## src/rtl/bin_to_dec_seg7.sv

```systemverilog
// -----------------------------------------------------------------------------
// bin_to_dec_seg7
//   Iterative binary-to-decimal converter driving DIGITS active-low 7-segment
//   displays. A request is accepted on an edge where i_valid && o_ready; the
//   value is converted with a double-dabble (shift / add-3) engine, one input
//   bit per clock, then formatted (sign, leading-zero blanking, overflow) and
//   registered onto the outputs together with a one-cycle o_done pulse.
//
//   Ports
//     i_clk       clock, all state changes on the rising edge
//     i_reset     synchronous, active-high reset
//     i_valid     conversion request
//     o_ready     engine idle; request accepted when i_valid && o_ready
//     i_value     binary value, sampled at acceptance
//     i_signed    1: i_value is two's complement (sampled at acceptance)
//     i_blank_lz  1: blank leading zeros (sampled at acceptance)
//     o_done      one-cycle pulse, all outputs below update in the same cycle
//     o_seg       active-low segments {g..a}, digit k at [7k+6:7k], k=0 units
//     o_bcd       magnitude in BCD (low DIGITS digits), digit k at [4k+3:4k]
//     o_neg       displayed value is negative
//     o_overflow  magnitude (plus sign) does not fit in DIGITS displays
//
//   Latency: acceptance edge -> o_done edge is WIDTH+1 edges.
// -----------------------------------------------------------------------------
module bin_to_dec_seg7 #(
  parameter int WIDTH  = 32,
  parameter int DIGITS = 8
) (
  input  logic                  i_clk,
  input  logic                  i_reset,
  input  logic                  i_valid,
  output logic                  o_ready,
  input  logic [WIDTH-1:0]      i_value,
  input  logic                  i_signed,
  input  logic                  i_blank_lz,
  output logic                  o_done,
  output logic [DIGITS*7-1:0]   o_seg,
  output logic [DIGITS*4-1:0]   o_bcd,
  output logic                  o_neg,
  output logic                  o_overflow
);

  // Decimal digits of 2^w-1 equal those of 2^w (a power of two is never a
  // power of ten), i.e. floor(w*log10(2))+1.
  function automatic int bcd_digits(input int w);
    return int'((longint'(w) * 30103) / 100000) + 1;
  endfunction

  localparam int BCD_N = bcd_digits(WIDTH);
  // Formatting works on a zero-padded copy wide enough for both the
  // accumulator and the display count.
  localparam int MAXD  = (BCD_N > DIGITS) ? BCD_N : DIGITS;
  localparam int CNT_W = $clog2(WIDTH);
  localparam logic [CNT_W-1:0] LAST_BIT = CNT_W'(WIDTH - 1);

  localparam logic [6:0] SEG_BLANK = 7'b1111111;
  localparam logic [6:0] SEG_MINUS = 7'b0111111;

  typedef enum logic [1:0] {
    S_IDLE,
    S_SHIFT,
    S_FORMAT
  } state_t;

  function automatic logic [6:0] seg_code(input logic [3:0] d);
    logic [6:0] s;
    case (d)
      4'd0:    s = 7'b1000000;
      4'd1:    s = 7'b1111001;
      4'd2:    s = 7'b0100100;
      4'd3:    s = 7'b0110000;
      4'd4:    s = 7'b0011001;
      4'd5:    s = 7'b0010010;
      4'd6:    s = 7'b0000010;
      4'd7:    s = 7'b1111000;
      4'd8:    s = 7'b0000000;
      4'd9:    s = 7'b0010000;
      default: s = SEG_BLANK;
    endcase
    return s;
  endfunction

  // ---------------------------------------------------------------------------
  // State
  // ---------------------------------------------------------------------------
  state_t                state_q,   state_d;
  logic [CNT_W-1:0]      cnt_q,     cnt_d;
  logic [WIDTH-1:0]      bin_q,     bin_d;
  logic [BCD_N*4-1:0]    bcd_q,     bcd_d;
  logic                  sign_q,    sign_d;    // request is negative
  logic                  blank_q,   blank_d;   // request wants blanking
  logic [DIGITS*7-1:0]   seg_q,     seg_d;
  logic [DIGITS*4-1:0]   bcd_out_q, bcd_out_d;
  logic                  neg_q,     neg_d;
  logic                  ovf_q,     ovf_d;
  logic                  done_q,    done_d;

  // ---------------------------------------------------------------------------
  // Double-dabble correction: every nibble >= 5 gets +3 before the shift so
  // that the shift carries correctly into the next decimal digit.
  // ---------------------------------------------------------------------------
  logic [BCD_N*4-1:0] bcd_adj;

  // NOTE: every variable written in an always_comb gets a default first so no
  // path leaves it unassigned; otherwise a latch is inferred.
  always_comb begin
    bcd_adj = bcd_q;
    for (int k = 0; k < BCD_N; k++) begin
      if (bcd_q[4*k +: 4] >= 4'd5) bcd_adj[4*k +: 4] = bcd_q[4*k +: 4] + 4'd3;
    end
  end

  // ---------------------------------------------------------------------------
  // Display formatting from the finished BCD accumulator.
  // ---------------------------------------------------------------------------
  logic [MAXD*4-1:0]   bcd_ext;
  logic [DIGITS*7-1:0] fmt_seg;
  logic                fmt_ovf;
  int                  fmt_n;     // number of significant digits (>=1)

  always_comb begin
    bcd_ext                = '0;
    bcd_ext[BCD_N*4-1:0]   = bcd_q;

    fmt_n = 1;
    for (int k = 0; k < MAXD; k++) begin
      if (bcd_ext[4*k +: 4] != 4'd0) fmt_n = k + 1;
    end

    // The minus sign occupies one display of its own.
    fmt_ovf = sign_q ? (fmt_n > DIGITS - 1) : (fmt_n > DIGITS);

    fmt_seg = '1;
    for (int k = 0; k < DIGITS; k++) begin
      if (fmt_ovf) begin
        fmt_seg[7*k +: 7] = SEG_MINUS;
      end else if (!blank_q) begin
        // Unblanked: sign replaces the most significant display.
        if (sign_q && k == DIGITS - 1) fmt_seg[7*k +: 7] = SEG_MINUS;
        else                           fmt_seg[7*k +: 7] = seg_code(bcd_ext[4*k +: 4]);
      end else begin
        // Blanked: sign sits directly left of the top significant digit.
        // fmt_n >= 1 keeps digit 0 always visible.
        if (k < fmt_n)                 fmt_seg[7*k +: 7] = seg_code(bcd_ext[4*k +: 4]);
        else if (sign_q && k == fmt_n) fmt_seg[7*k +: 7] = SEG_MINUS;
        else                           fmt_seg[7*k +: 7] = SEG_BLANK;
      end
    end
  end

  // ---------------------------------------------------------------------------
  // Next-state logic
  // ---------------------------------------------------------------------------
  always_comb begin
    state_d   = state_q;
    cnt_d     = cnt_q;
    bin_d     = bin_q;
    bcd_d     = bcd_q;
    sign_d    = sign_q;
    blank_d   = blank_q;
    seg_d     = seg_q;
    bcd_out_d = bcd_out_q;
    neg_d     = neg_q;
    ovf_d     = ovf_q;
    done_d    = 1'b0;

    case (state_q)
      S_IDLE: begin
        if (i_valid) begin
          sign_d  = i_signed & i_value[WIDTH-1];
          blank_d = i_blank_lz;
          // WIDTH-bit negate: the most negative value yields 2^(WIDTH-1),
          // which is the correct unsigned magnitude.
          bin_d   = (i_signed & i_value[WIDTH-1]) ? (~i_value + WIDTH'(1)) : i_value;
          bcd_d   = '0;
          cnt_d   = '0;
          state_d = S_SHIFT;
        end
      end

      S_SHIFT: begin
        {bcd_d, bin_d} = {bcd_adj, bin_q} << 1;
        cnt_d          = cnt_q + CNT_W'(1);
        if (cnt_q == LAST_BIT) state_d = S_FORMAT;
      end

      S_FORMAT: begin
        seg_d     = fmt_seg;
        bcd_out_d = bcd_ext[DIGITS*4-1:0];
        neg_d     = sign_q;
        ovf_d     = fmt_ovf;
        done_d    = 1'b1;
        state_d   = S_IDLE;
      end

      default: state_d = S_IDLE;
    endcase
  end

  // ---------------------------------------------------------------------------
  // Registers
  // ---------------------------------------------------------------------------
  // NOTE: sequential state uses non-blocking assignments so every flop samples
  // the values from before the edge, independent of statement order.
  always_ff @(posedge i_clk) begin
    if (i_reset) begin
      state_q   <= S_IDLE;
      cnt_q     <= '0;
      bin_q     <= '0;
      bcd_q     <= '0;
      sign_q    <= 1'b0;
      blank_q   <= 1'b0;
      seg_q     <= '1;
      bcd_out_q <= '0;
      neg_q     <= 1'b0;
      ovf_q     <= 1'b0;
      done_q    <= 1'b0;
    end else begin
      state_q   <= state_d;
      cnt_q     <= cnt_d;
      bin_q     <= bin_d;
      bcd_q     <= bcd_d;
      sign_q    <= sign_d;
      blank_q   <= blank_d;
      seg_q     <= seg_d;
      bcd_out_q <= bcd_out_d;
      neg_q     <= neg_d;
      ovf_q     <= ovf_d;
      done_q    <= done_d;
    end
  end

  assign o_ready    = (state_q == S_IDLE);
  assign o_done     = done_q;
  assign o_seg      = seg_q;
  assign o_bcd      = bcd_out_q;
  assign o_neg      = neg_q;
  assign o_overflow = ovf_q;

endmodule
```

## config.mk

```make
export PLATFORM = sky130hd
export DESIGN_NAME = bin_to_dec_seg7
export DESIGN_NICKNAME = d
export VERILOG_FILES = /design/src/rtl/bin_to_dec_seg7.sv
export SDC_FILE = /design/constraint.sdc
export NUM_CORES = 1
export LEC_CHECK = 0
export ABC_AREA = 1
export ABC_CLOCK_PERIOD_IN_PS = 4100
export BUFFER_PORTS_ARGS = -buffer_cell sky130_fd_sc_hd__buf_2
export CAP_MARGIN = 10
export CELL_PAD_IN_SITES_DETAIL_PLACEMENT = 0
export CELL_PAD_IN_SITES_GLOBAL_PLACEMENT = 2
export CORE_MARGIN = 8
export CORE_UTILIZATION = 38
export CTS_BUF_LIST = sky130_fd_sc_hd__clkbuf_2
export CTS_CLUSTER_DIAMETER = 200
export DETAILED_ROUTE_END_ITERATION = 16
export PLACE_DENSITY = 0.92
export RECOVER_POWER = 50
export REMOVE_ABC_BUFFERS = 1
export SYNTH_ARGS = -nofsm -noshare
export SYNTH_HDL_FRONTEND = slang
export SYNTH_SLANG_ARGS = --single-unit
```

## constraint.sdc

```tcl
create_clock -name i_clk -period 4.1 [get_ports i_clk]
set_clock_uncertainty 0.1 [all_clocks]
set_input_delay 0.41 -clock i_clk [delete_from_list [all_inputs] [get_ports i_clk]]
set_output_delay 0.41 -clock i_clk [all_outputs]
set_load 0.02 [all_outputs]
```

==> results.yml, run 1 <==
synthesis:
  ys_warn_count: 0
  ys_seq_elements: 228
  async_reset_ff_share_pct: 0
  synth_edf_count: 0
  ys_seq_area_share_pct: 40.46
  syn_area_mm2: 0.01128
  yosysUniqueCellTypes: 44
  syn_area_per_cell_um2: 7.456
  ys.flop_type: "dfxtp_1"
  synth_cells: 1513
critical_path:
  critPathLaunchType: "flip-flop"
  cp.required_ns: 4.74
  cp.arrival_ns: 3.86
  worstSetupPathType: "flip-flop to flip-flop"
  cp-end-kind: "flip-flop"
  path_max_fanout: 56
cells_and_area:
  regArea_mm2: 0.004564
  finalNonFillerCells: 2124
  final_common_cell: "nand2_1"
  stdcell_area_mm2: 0.01303
  multi_input_area_mm2: 0.005703
  area_growth_pct: 15.54
  mostFrequentLayoutCells: "nand2_1 (315), dfxtp_1 (228), a21oi_1 (168)"
  layout-drive-gt1-share_pct: 12.00
  final_nets: 1805
  nFillCells: 3112
route:
  wl_met3_um: 1325
  vias: 10352
  viasPerCell: 4.874
  first_pass_iters: 5
  wl_met2_um: 14680
  wl_met1_um: 13850
  ant_nets: 0
  drt-total-wl_um: 30310
  wl_per_cell_um: 14.27
  highest_layer: "met4"
  drc: 0
  drt_iter0_drc: 442
placement:
  dpl-instance-area_mm2: 0.01224
  place_inst: 1984
  portBuffers: 128
  routabilityCongestion: 0.8465
  dpl.hpwl_um: 21550
grt:
  grt_max_degree: 116
  globalRouteTotalUtil_pct: 16.93
  grt_pass1_vias: 10269
  antenna_found_initial: 1
  grt-ovfl-total: 0
  grt_pass1_wl_um: 50690
clock_tree:
  insertion_delay_ns: 0.84
  path_clk_slew_ns: 0.10
  cts_buffers: 57
  cts_tree: "built"
  ctsLongestPathBuffers: 3
  cts_sinks: 228
  post_cts_resize_count: 0
  htreeDepth: 2
  ctsRootBufferMaster: "clkbuf_2"
die:
  ios: 129
  coreArea_mm2: 0.02940
  start_util_pct: 38.37
  row_count: 63
  die_area_mm2: 0.03546
  die-height_um: 188.3
  die_w_um: 188.3
timing:
  timing.final.crit_share_pct: 78.47
  slew_violations: 173
  setup_viol: 0
  hold_viol: 0
  rsz0062_at_grt: "no"
  holdWs_ns: 0.1423
  fin_crit_ns: 3.217
  timing.fmax_mhz: 310.8
  tightestPinTransition_ns: 2.934
  max_slew_margin_pct: -95.60
run:
  maxCapViolCount: 2
power_and_ir_drop:
  power_density_mw_per_mm2: 315.1
  vdd_drop_max_v: 0.0001534
  power_mw: 4.107
  p_leak_nw: 5.639
worst_hold_path:
  hold_class: "primary input to flip-flop"
outcome:
  violations: "capacitance limit, slew limit"
  status: "complete, but fails checks"
cell type report:
class                           instances  share of cell area [%]
Antenna cell                            1                 0.01920
Clock buffer                           78                   2.995
Clock inverter                         13                  0.8064
Inverter                              179                   5.174
Multi-Input combinational cell       1045                   43.76
Sequential cell                       228                   35.02
Tap cell                              390                   3.744
Timing Repair Buffer                  190                   8.486
critical path, stage by stage, from the launching register on:
cell and delay [ns]:
dfxtp_1 0.32, inv_1 0.07, nor2_1 0.06, inv_2 0.16, clkbuf_1 2.11, a21oi_1 0.16, nand2_1 0.17
cell families after synthesis:
family | count (synthesis) | synth area share (%)
simple gates | 542 | 21.21
compound gates | 428 | 21.68
buf+inv | 240 | 8.596
flops | 228 | 40.46
fa+ha+maj | 67 | 7.431
xor+xnor | 8 | 0.6211
worst paths after layout:
check                          startpoint  depth (start not counted)  slack [ns]                endpoint
hold reg to reg                 flip-flop                          2        0.34  o_seg[51]$_SDFFE_PP1P_
setup reg to reg  state_q[1]$_SDFFE_PP0P_                          6        0.88  o_seg[17]$_SDFFE_PP1P_
setup / recovery  state_q[1]$_SDFFE_PP0P_                          6        0.88  o_seg[17]$_SDFFE_PP1P_
hold / removal                   i_signed                          4        0.14   bin_q[1]$_SDFFE_PP0P_
stage by stage:
step                TNS (ns)  util, %  setup WS, ns
finish                     0    44.33        0.8828
global route               0    44.33        0.5668
CTS                        0    44.96         1.210
detailed placement         0    41.64         1.323
global placement           0    41.64         1.399
floorplan             -68.52        -        -1.363
cells in the mapped netlist, types with 6 or more instances:
cell	count	area [um^2]
clkbuf_1	30	112.6
nand2_1	312	1171
nor2_2	11	68.82
o21ai_0	132	660.6
o31ai_1	10	75.07
o21ai_2	15	131.4
nor3_1	11	55.05
a21oi_1	168	840.8
a22oi_1	29	217.7
nand4_1	13	81.33
ha_1	67	838.3
inv_2	20	75.07
nand2_2	17	106.4
a31oi_1	11	68.82
inv_1	157	589.3
o211ai_1	8	60.06
nor2_1	74	277.8
o21ai_1	38	190.2
nand3_1	74	370.4
nand3b_1	8	60.06
a32oi_1	6	52.55
nand3_2	6	60.06
dfxtp_1	228	4564
buf_2	20	100.1
power by group:
| part | total (mW) | internal, mW | leakage (nW) | switching [mW] |
|---|---|---|---|---|
| clock | 1.50 | 0.632 | 0.379 | 0.872 |
| sequential | 2.26 | 2.24 | 1.85 | 0.0161 |
| combinational | 0.344 | 0.121 | 3.41 | 0.223 |
| total | 4.11 | 3.00 | 5.64 | 1.11 |
metal layers:
metal	global-route usage, %	vias to the layer above
li1	-	5441
met1	19.90	4707
met2	30.74	167
met3	3.715	37
met4	4.179	0
met5	0	-
what timing repair did:
item                                   4_1_cts  5_1_grt
hold buffers                                48        0
endpoints found under the hold margin       43        0
setup buffers                                0        0
(Power assumes the default switching activity.)
==> run 2: changes to the inputs <==
Settings changed: ABC_CLOCK_PERIOD_IN_PS 4100 to 2700, CORE_UTILIZATION 38 to 32, PLACE_DENSITY 0.92 to 0.83.
Clock period 4.1 ns to 2.7 ns, I/O delays scaled along.
==> run 2 against run 1 <==
  * The flow now finishes without violations
  * Via count is 2.9% higher
  * Design area rose by 4.4%
  * Setup slack lost 0.70 ns
  * Register-to-register slack got worse by 0.66 ns
  * Combinational power grew 70%
  * Power increased by 55%
  * Global-route usage fell by 1.8 points
  * Count of clock-buffer cells in the layout grew 6
  * Critical endpoint is now bin_q[21]$_SDFFE_PP0P_
==> results.yml, run 2 (synthesized netlist as in run 1, its figures left out) <==
route:
  viasPerCell: 4.746
  wl_per_cell_um: 14.21
  vias: 10655
  ant_nets: 0
  first_pass_iters: 5
  drt_iter0_drc: 488
  drt-total-wl_um: 31900
  drc: 0
power_and_ir_drop:
  vdd_drop_max_v: 0.0002239
  power_frac_comb_pct: 9.1
  clkPwrFrac_pct: 37.1
  pwr-share-seq_pct: 53.8
  intPower_mw: 4.580
  power_switching_mw: 1.800
  p_leak_nw: 5.855
  power_mw: 6.380
  swShare_pct: 28.21
  power_density_mw_per_mm2: 468.8
die:
  ios: 129
  die-height_um: 203.8
  coreArea_mm2: 0.03463
  start_util_pct: 32.58
  row_count: 68
  die_area_mm2: 0.04152
  die_w_um: 203.8
cells_and_area:
  area_growth_pct: 20.64
  layout-drive-gt1-share_pct: 14.48
  utilization_pct: 39.30
  finalNonFillerCells: 2245
  final_nets: 1850
  stdcell_area_mm2: 0.01361
  mostFrequentLayoutCells: "nand2_1 (310), dfxtp_1 (227), a21oi_1 (167)"
  final_common_cell: "nand2_1"
  nFillCells: 3711
clock_tree:
  path_clk_slew_ns: 0.09
  htreeDepth: 2
  ctsRootBufferMaster: "clkbuf_2"
  ctsLongestPathBuffers: 3
  insertion_delay_ns: 0.86
  cts_sinks: 228
  cts_buffers: 61
  cts_tree: "built"
critical_path:
  path_max_fanout: 4
  critPathLaunchType: "primary input"
  cp.required_ns: 3.40
  r2r_setup_slack_ns: 0.22
  cp.arrival_ns: 3.22
  cp-end-kind: "flip-flop"
  worstSetupPathType: "primary input to flip-flop"
timing:
  timing.final.crit_share_pct: 93.32
  max_slew_margin_pct: 25.05
  timing.fmax_mhz: 396.9
  hold_viol: 0
  holdWs_ns: 0.2068
  fin_ws_ns: 0.1804
  slew_violations: 0
  setup_viol: 0
  fin_crit_ns: 2.520
  setup_tns_ns: 0
  tightestPinTransition_ns: 1.124
placement:
  dpl-instance-area_mm2: 0.01241
  place_ws_ns: 0.2214
  place_inst: 2059
  portBuffers: 128
  dpl.hpwl_um: 22640
  routabilityCongestion: 0.8493
grt:
  grt_pass1_vias: 10510
  grt_pass1_wl_um: 52500
  grt_max_degree: 116
  globalRouteTotalUtil_pct: 15.11
  antenna_found_initial: 1
  grt-ovfl-total: 0
worst_hold_path:
  hold_class: "primary input to flip-flop"
run:
  maxCapViolCount: 0
outcome:
  status: "completed"
## run 2: cell types whose count changed in the layout (fill, tap and decap cells not counted), sizes merged
cell,delta
clkinv,+10
dlygate4sd3,+21
buf,+22
clkinvlp,+2
clkbuf,+4
inv,-2
bufinv,-1
## run 2: layout make-up
cell class                 count  area, um^2  area share (%)
antenna                        1       2.502         0.01839
multi-input combinational   1045        5771           42.40
inverter                     179       681.9           5.011
clock buffer                  84       420.4           3.089
sequential                   228        4566           33.55
tap                          455       569.3           4.183
timing repair buffer         231        1479           10.87
clock inverter                22       120.1          0.8826
## run 2: per-layer routing
layer | track usage [%] | routed length [um] | vias to the layer above | part of all wire [%]
li1 | - | - | 5538 | -
met1 | 18.33 | 14470 | 4854 | 45
met2 | 26.42 | 15190 | 214 | 48
met3 | 3.523 | 1704 | 49 | 5.3
met4 | 4.092 | 533 | 0 | 1.7
met5 | 0 | 0 | - | 0
## run 2: timing repair
item	in CTS	in global routing
endpoints found under the hold margin	104	0
endpoints found under the setup margin	0	21
hold buffers	70	0
buffers inserted	0	10
resized for setup	0	19
## run 2: worst paths after layout
check / depth (start not counted) / from / end
setup / recovery: 15 / i_value[2] / bin_q[21]$_SDFFE_PP0P_
hold / removal: 4 / i_value[31] / bin_q[31]$_SDFFE_PP0P_
setup reg to reg: 7 / state_q[1]$_SDFFE_PP0P_ / bin_q[21]$_SDFFE_PP0P_
hold reg to reg: 2 / flip-flop / o_seg[6]$_SDFFE_PP1P_
## run 2: power groups by stage
stage | registers [mW] | logic [mW] | clock network (mW)
after global placement | 3.51 | 0.492 | 0
after floorplan | 3.50 | 0.275 | 0
after detailed placement | 3.51 | 0.494 | 0
after global routing | 3.44 | 0.652 | 2.67
final | 3.43 | 0.584 | 2.36
after CTS | 3.43 | 0.576 | 2.50
## run 2: worst max-delay path: stages
cell and delay [ns]:
dlygate4sd3_1 0.54, buf_2 0.15, inv_1 0.08, nand3_2 0.12
nor3_4 0.18, nand2_2 0.11, inv_1 0.08, nand3_1 0.10
nand2_2 0.11, nand2_1 0.07, a21oi_1 0.11, o21ai_1 0.07
dlygate4sd3_1 0.56, a21oi_1 0.12, dlygate4sd3_1 0.55
